===== src/rtl/spi_turnaround_ctrl.sv =====
// SPI slave MISO turnaround: oversamples the SPI pins, decodes the read flag
// and sequences the early/delayed active-low output enables.
module spi_turnaround_ctrl #(
    parameter int CMD_LEN     = 16,
    parameter int RD_BIT_POS  = 0,
    parameter bit RD_POLARITY = 1'b1,
    parameter int SAMPLE_EDGE = 0,
    parameter int DELAY_CLKS  = 28,
    parameter int DATA_LEN    = 16,
    parameter int SYNC_STAGES = 2,
    parameter int CNT_W       = 8
) (
    input  logic             Clock_108M,
    input  logic             nReset,
    input  logic             SPI_SYNC,
    input  logic             SPI_CLK,
    input  logic             SPI_MOSI,
    output logic             SPI_Out_EN,
    output logic             SPI_Out_EN2,
    output logic             Frame_Is_Read,
    output logic [CNT_W-1:0] Bit_Count,
    output logic             Frame_Done,
    output logic             Frame_Short
);

    localparam int M1   = (CMD_LEN > DELAY_CLKS) ? CMD_LEN : DELAY_CLKS;
    localparam int MAXV = (M1 > DATA_LEN) ? M1 : DATA_LEN;
    localparam int CW   = $clog2(MAXV + 1);

    localparam logic [CW-1:0]    CMD_LAST  = CW'(CMD_LEN - 1);
    localparam logic [CW-1:0]    DLY_LAST  = CW'(DELAY_CLKS - 1);
    localparam logic [CW-1:0]    DATA_LAST = CW'(DATA_LEN - 1);
    localparam logic [CW-1:0]    RD_IDX    = CW'(RD_BIT_POS);
    localparam logic [CNT_W-1:0] CNT_MAX   = '1;

    typedef enum logic [2:0] {IDLE, CMD, DELAY, DRIVE, HOLD} state_t;

    logic [SYNC_STAGES-1:0] sync_sr, clk_sr, mosi_sr;
    logic                   sync_d, clk_d;
    logic                   sync_s, clk_s, mosi_s;
    logic                   sync_rise, sample;

    state_t             state, state_n;
    logic [CW-1:0]      cnt, cnt_n;
    logic               flag, flag_n, flag_now;
    logic               read_n;
    logic [CNT_W-1:0]   bc_n, bc_inc;
    logic               done_n, short_n;
    logic               en_n, en2_n;

    assign sync_s    = sync_sr[SYNC_STAGES-1];
    assign clk_s     = clk_sr[SYNC_STAGES-1];
    assign mosi_s    = mosi_sr[SYNC_STAGES-1];
    assign sync_rise = sync_s & ~sync_d;
    assign sample    = (SAMPLE_EDGE != 0) ? (clk_d & ~clk_s)
                                          : (clk_s & ~clk_d);

    // The flag bit may be the last command bit, so decode uses it directly.
    assign flag_now = (cnt == RD_IDX) ? mosi_s : flag;
    assign bc_inc   = (Bit_Count == CNT_MAX) ? Bit_Count
                                             : Bit_Count + 1'b1;

    always_comb begin
        state_n = state;
        cnt_n   = cnt;
        flag_n  = flag;
        read_n  = Frame_Is_Read;
        bc_n    = Bit_Count;
        done_n  = 1'b0;
        short_n = 1'b0;
        if (state != IDLE && !sync_s) begin
            state_n = IDLE;
            read_n  = 1'b0;
            done_n  = 1'b0 | 1'b1;
            short_n = (state == CMD);
        end else begin
            unique case (state)
                IDLE: begin
                    if (sync_rise) begin
                        state_n = CMD;
                        cnt_n   = '0;
                        flag_n  = 1'b0;
                        read_n  = 1'b0;
                        bc_n    = '0;
                    end
                end
                CMD: begin
                    if (sample) begin
                        bc_n  = bc_inc;
                        cnt_n = cnt + 1'b1;
                        if (cnt == RD_IDX) flag_n = mosi_s;
                        if (cnt == CMD_LAST) begin
                            cnt_n = '0;
                            if (flag_now == RD_POLARITY) begin
                                read_n  = 1'b1;
                                state_n = (DELAY_CLKS == 0) ? DRIVE : DELAY;
                            end else begin
                                state_n = HOLD;
                            end
                        end
                    end
                end
                DELAY: begin
                    cnt_n = cnt + 1'b1;
                    if (cnt == DLY_LAST) begin
                        cnt_n   = '0;
                        state_n = DRIVE;
                    end
                end
                DRIVE: begin
                    if (sample) begin
                        bc_n = bc_inc;
                        if (DATA_LEN != 0) begin
                            cnt_n = cnt + 1'b1;
                            if (cnt == DATA_LAST) state_n = HOLD;
                        end
                    end
                end
                HOLD: begin
                end
                default: state_n = IDLE;
            endcase
        end
        en_n  = !(state_n == DELAY || state_n == DRIVE);
        en2_n = (state_n != DRIVE);
    end

    always_ff @(posedge Clock_108M or negedge nReset) begin
        if (!nReset) begin
            sync_sr       <= '0;
            clk_sr        <= '0;
            mosi_sr       <= '0;
            sync_d        <= 1'b0;
            clk_d         <= 1'b0;
            state         <= IDLE;
            cnt           <= '0;
            flag          <= 1'b0;
            Frame_Is_Read <= 1'b0;
            Bit_Count     <= '0;
            Frame_Done    <= 1'b0;
            Frame_Short   <= 1'b0;
            SPI_Out_EN    <= 1'b1;
            SPI_Out_EN2   <= 1'b1;
        end else begin
            sync_sr       <= {sync_sr[SYNC_STAGES-2:0], SPI_SYNC};
            clk_sr        <= {clk_sr[SYNC_STAGES-2:0], SPI_CLK};
            mosi_sr       <= {mosi_sr[SYNC_STAGES-2:0], SPI_MOSI};
            sync_d        <= sync_s;
            clk_d         <= clk_s;
            state         <= state_n;
            cnt           <= cnt_n;
            flag          <= flag_n;
            Frame_Is_Read <= read_n;
            Bit_Count     <= bc_n;
            Frame_Done    <= done_n;
            Frame_Short   <= short_n;
            SPI_Out_EN    <= en_n;
            SPI_Out_EN2   <= en2_n;
        end
    end

endmodule

===== config.mk =====
export PLATFORM = sky130hd
export DESIGN_NAME = spi_turnaround_ctrl
export DESIGN_NICKNAME = d
export VERILOG_FILES = /design/src/rtl/spi_turnaround_ctrl.sv
export SDC_FILE = /design/constraint.sdc
export NUM_CORES = 1
export LEC_CHECK = 0
export BUFFER_PORTS_ARGS = -buffer_cell sky130_fd_sc_hd__buf_2
export CORE_MARGIN = 1.5
export CORE_UTILIZATION = 56
export DETAILED_ROUTE_END_ITERATION = 8
export PLACE_DENSITY = 0.77
export SKIP_LAST_GASP = 1
export SLEW_MARGIN = 20
export SYNTH_ARGS = -nofsm -noshare
export SYNTH_HDL_FRONTEND = slang
export SYNTH_SLANG_ARGS = --single-unit

===== constraint.sdc =====
create_clock -name Clock_108M -period 2.6 [get_ports Clock_108M]
set_input_delay 0.13 -clock Clock_108M [delete_from_list [all_inputs] [get_ports Clock_108M]]
set_output_delay 0.13 -clock Clock_108M [all_outputs]
set_load 0.02 [all_outputs]

==> summary.md <==
| Metric | Value |
|---|---|
| Max Used Layer | `met4` |
| Clock sink total | `30` |
| CTS tree | `built` |
| Fin util | `66.47%` |
| WP data required | `2.80 ns` |
| Routed wl met2 | `1.211 mm` |
| P&R area growth vs syn | `12.16%` |
| Slowest stage delay, CP | `0.42 ns` |
| Row count | `18` |
| Syn_area_per_cell | `10.73 um^2` |
| Comb power frac | `28.5%` |
| Clock Root Buffer | `clkbuf_4` |
| Main synth FF type | `dfrtp_1` |
| Largest family of logic cells by synthesized area | `simple AND/OR/NAND/NOR gates` |
| I/O pin count | `18` |
| Post-route minimum period | `2.031 ns` |
| Die Y | `54.44 um` |
| Fmax achieved | `492.5 MHz` |
| YS warnings | `0` |
| Post-synthesis adder-cell area fraction | `5.828%` |
| Async SR Flop Fraction | `100.0%` |
| Post-synthesis cell type count | `50` |
| Setup TNS | `0 ns` |
| Most common cell after layout, fill and taps aside | `dfrtp_1` |
| Vias in the first global route | `1031` |
| P_int | `787.0 uW` |
| Post-Syn Area | `1481 um^2` |
| H-Tree Depth | `2` |
| Clock Skew | `0.01362 ns` |
| Clock transition at the registers of the reported paths | `0.09 ns` |
| Sequential share of the synthesized area | `50.84%` |
| Antenna fix cells | `0` |
| PortBufs | `17` |
| Final antenna-violating net count | `0` |
| Via count | `1124` |
| RSZ-0062 raised after global routing | `no` |
| CP Launch Type | `flip-flop` |
| Largest net degree at the start of global routing | `31` |
| # DRC | `0` |
| Routed wl met3 | `137 um` |
| Clk_lat worst skew | `0.30 ns` |
| Layout cells sized above 1 | `19.14%` |
| P_sw | `405.3 uW` |
| CP dominant cell by count | `ha_1` |
| Hold Vio Cnt, Final | `0` |
| First-pass GRT wire length | `4.478 mm` |
| Worst path slowest cell | `dfrtp_1` |
| Die Area | `2963 um^2` |
| Wire per inst | `13.45 um` |
| Multiplexer share of the synthesized area | `1.689%` |
| PwrDens | `717.6 nW/um^2` |
| Total GRT Usage | `21.51%` |
| CORE AREA | `2500 um^2` |
| Post-synthesis compound-gate area fraction | `13.60%` |
| Pleak | `0.7638 nW` |
| WL final | `2.582 mm` |
| Drt first pass iters | `4` |
| Hold Path Class | `reg2reg` |
| Max Cap Viol | `0` |
| # fillers | `195` |
| Antenna violations before repair | `0` |
| Syn_nets | `149` |
| Simple-gate share of the synthesized area | `23.90%` |
| Fin nets | `173` |
| Slew @ Worst Pin | `0.6266 ns` |
| Post-synth EDFFs | `0` |
| Bufs and invs on worst path | `0` |
| Top delay family on crit path | `simple AND/OR/NAND/NOR gates` |
| Dpl hpwl | `1.926 mm` |
| Initial DRC Count | `21` |
| Post-Synth XOR/XNOR Area | `0%` |
| Commonest non-fill, non-tap cells in the layout | `28 x dfrtp_1, 17 x buf_2, 9 x inv_1, 8 x nor2_1, 8 x a21oi_1` |
| Switching part of the total | `33.99%` |
| Final slew viol count | `0` |
| Clock power share | `19.8%` |
| Critical Path Fanout Max | `4` |
| CTS buffer count | `5` |
| Metal1 wirelength | `1.214 mm` |
| Slew HR | `58.23%` |
| Die width | `54.44 um` |
| Flops & latches, synth | `30` |
| WS Path Type | `reg2reg` |
| Starting Density | `59.26%` |
| Cell chain of the critical path | `ha_1, and3_1, ha_1, nor2b_1, a2bb2oi_1, nand3_1, o32ai_1` |
| Clock tree buffer depth | `2` |
| Tcrit/Tclk final | `78.10%` |
| Worst ir drop on vdd | `0.5922 mV` |
| Status | `complete, no violations` |
| Routability cong. | `0.7810` |
| DR vias/cell | `5.854` |
| # setup viols final | `0` |
| Critical Path Sink Type | `flip-flop` |
| Sequential Power Share | `51.7%` |
| CP arrival | `2.23 ns` |
| GR Overflow Total | `0` |
| Syn Inst Count | `138` |
## flip-flops by register name, indices dropped and copies added (netlist names), 2 cells and up
| signal | flops |
|---|---|
| Bit_Count | 8 |
| cnt | 5 |
| state | 3 |
| sync_sr | 2 |
| mosi_sr | 2 |
| clk_sr | 2 |
## final timing paths
check / startpoint / endpoint / slack, ns / cells past startpoint
max reg2reg: cnt[0]$_DFFE_PN0P_ / cnt[1]$_DFFE_PN0P_ / 0.57 / 7
min in group asynchronous: nReset / cnt[2]$_DFFE_PN0P_ / 0.37 / 2
min reg2reg: mosi_sr[0]$_DFF_PN0_ / mosi_sr[1]$_DFF_PN0_ / 0.36 / 0
min: mosi_sr[0]$_DFF_PN0_ / mosi_sr[1]$_DFF_PN0_ / 0.36 / 0
max in group asynchronous: nReset / cnt[4]$_DFFE_PN0P_ / 1.81 / 2
max: cnt[0]$_DFFE_PN0P_ / cnt[1]$_DFFE_PN0P_ / 0.57 / 7
## routing by layer
metal | vias up | global-route usage, %
li1 | 549 | -
met1 | 544 | 29.58
met2 | 29 | 32.93
met3 | 2 | 6.011
met4 | 0 | 6.667
met5 | - | 0
## synth_stat cells, types with 2 or more instances
library cell	count	area (um^2)
or4_1	2	15.01
nor2_1	8	30.03
inv_1	9	33.78
nor4_1	2	12.51
ha_1	6	75.07
o21ai_0	7	35.03
dfrtp_1	28	700.7
dfstp_2	2	52.55
nand3_1	7	35.03
nand2b_1	4	25.02
nor3b_1	2	15.01
nand4_1	3	18.77
nand2_1	5	18.77
nand3b_1	2	15.01
o211ai_1	2	15.01
nor2b_1	2	12.51
a21oi_1	8	40.04
and3_1	4	25.02
or3_1	2	12.51
and2_1	3	18.77
## cell families after synthesis
kind of cell,after synthesis
and+or+nand+nor,55
AOI/OAI and AO/OA,31
DFF,30
buffers and inverters,13
adders and majority gates,7
muxes,2
## final cells by class
type                       instances  area [um^2]  share of cell area [%]
sequential                        30        753.2                   45.33
multi-input combinational         95        666.9                   40.14
timing repair buffer              21        125.1                   7.530
clock buffer                       7        45.04                   2.711
tap                               30        37.54                   2.259
inverter                           9        33.78                   2.033
## timing repair
action / in CTS / in global routing
buffers inserted: 0 / 0
hold buffers: 4 / 0
gates resized for setup: 0 / 0
hold endpoints to repair: 31 / 0
## stage by stage
stage / cells / hold slack, ns / instance area (um^2) / total power [mW] / setup WS (ns)
floorplan: 138 / -0.1656 / 1481 / 0.8802 / 0.8256
global placement: 181 / 0.1805 / 1577 / 0.9457 / 0.7421
detailed placement: 181 / 0.1904 / 1577 / 0.9643 / 0.6213
CTS: 192 / 0.3635 / 1662 / 1.204 / 0.5963
global route: 192 / 0.3697 / 1662 / 1.277 / 0.4557
finish: 192 / 0.3564 / 1662 / 1.192 / 0.5695
## worst reg2reg max path, delay by kind of cell, from the launching register on
family                     cells  cell delay [ns]
AOI/OAI and AO/OA              2             0.51
adders and majority gates      2             0.48
DFF                            1             0.42
and+or+nand+nor                3             0.53
## power groups by stage
stage / clock (mW) / sequential, mW / combinational [mW]
floorplan: 0 / 0.621 / 0.259
global placement: 0 / 0.621 / 0.325
detailed placement: 0 / 0.625 / 0.339
CTS: 0.243 / 0.618 / 0.343
global route: 0.270 / 0.630 / 0.378
finish: 0.236 / 0.617 / 0.340
No activity file was read; power rests on OpenSTA's default activity.
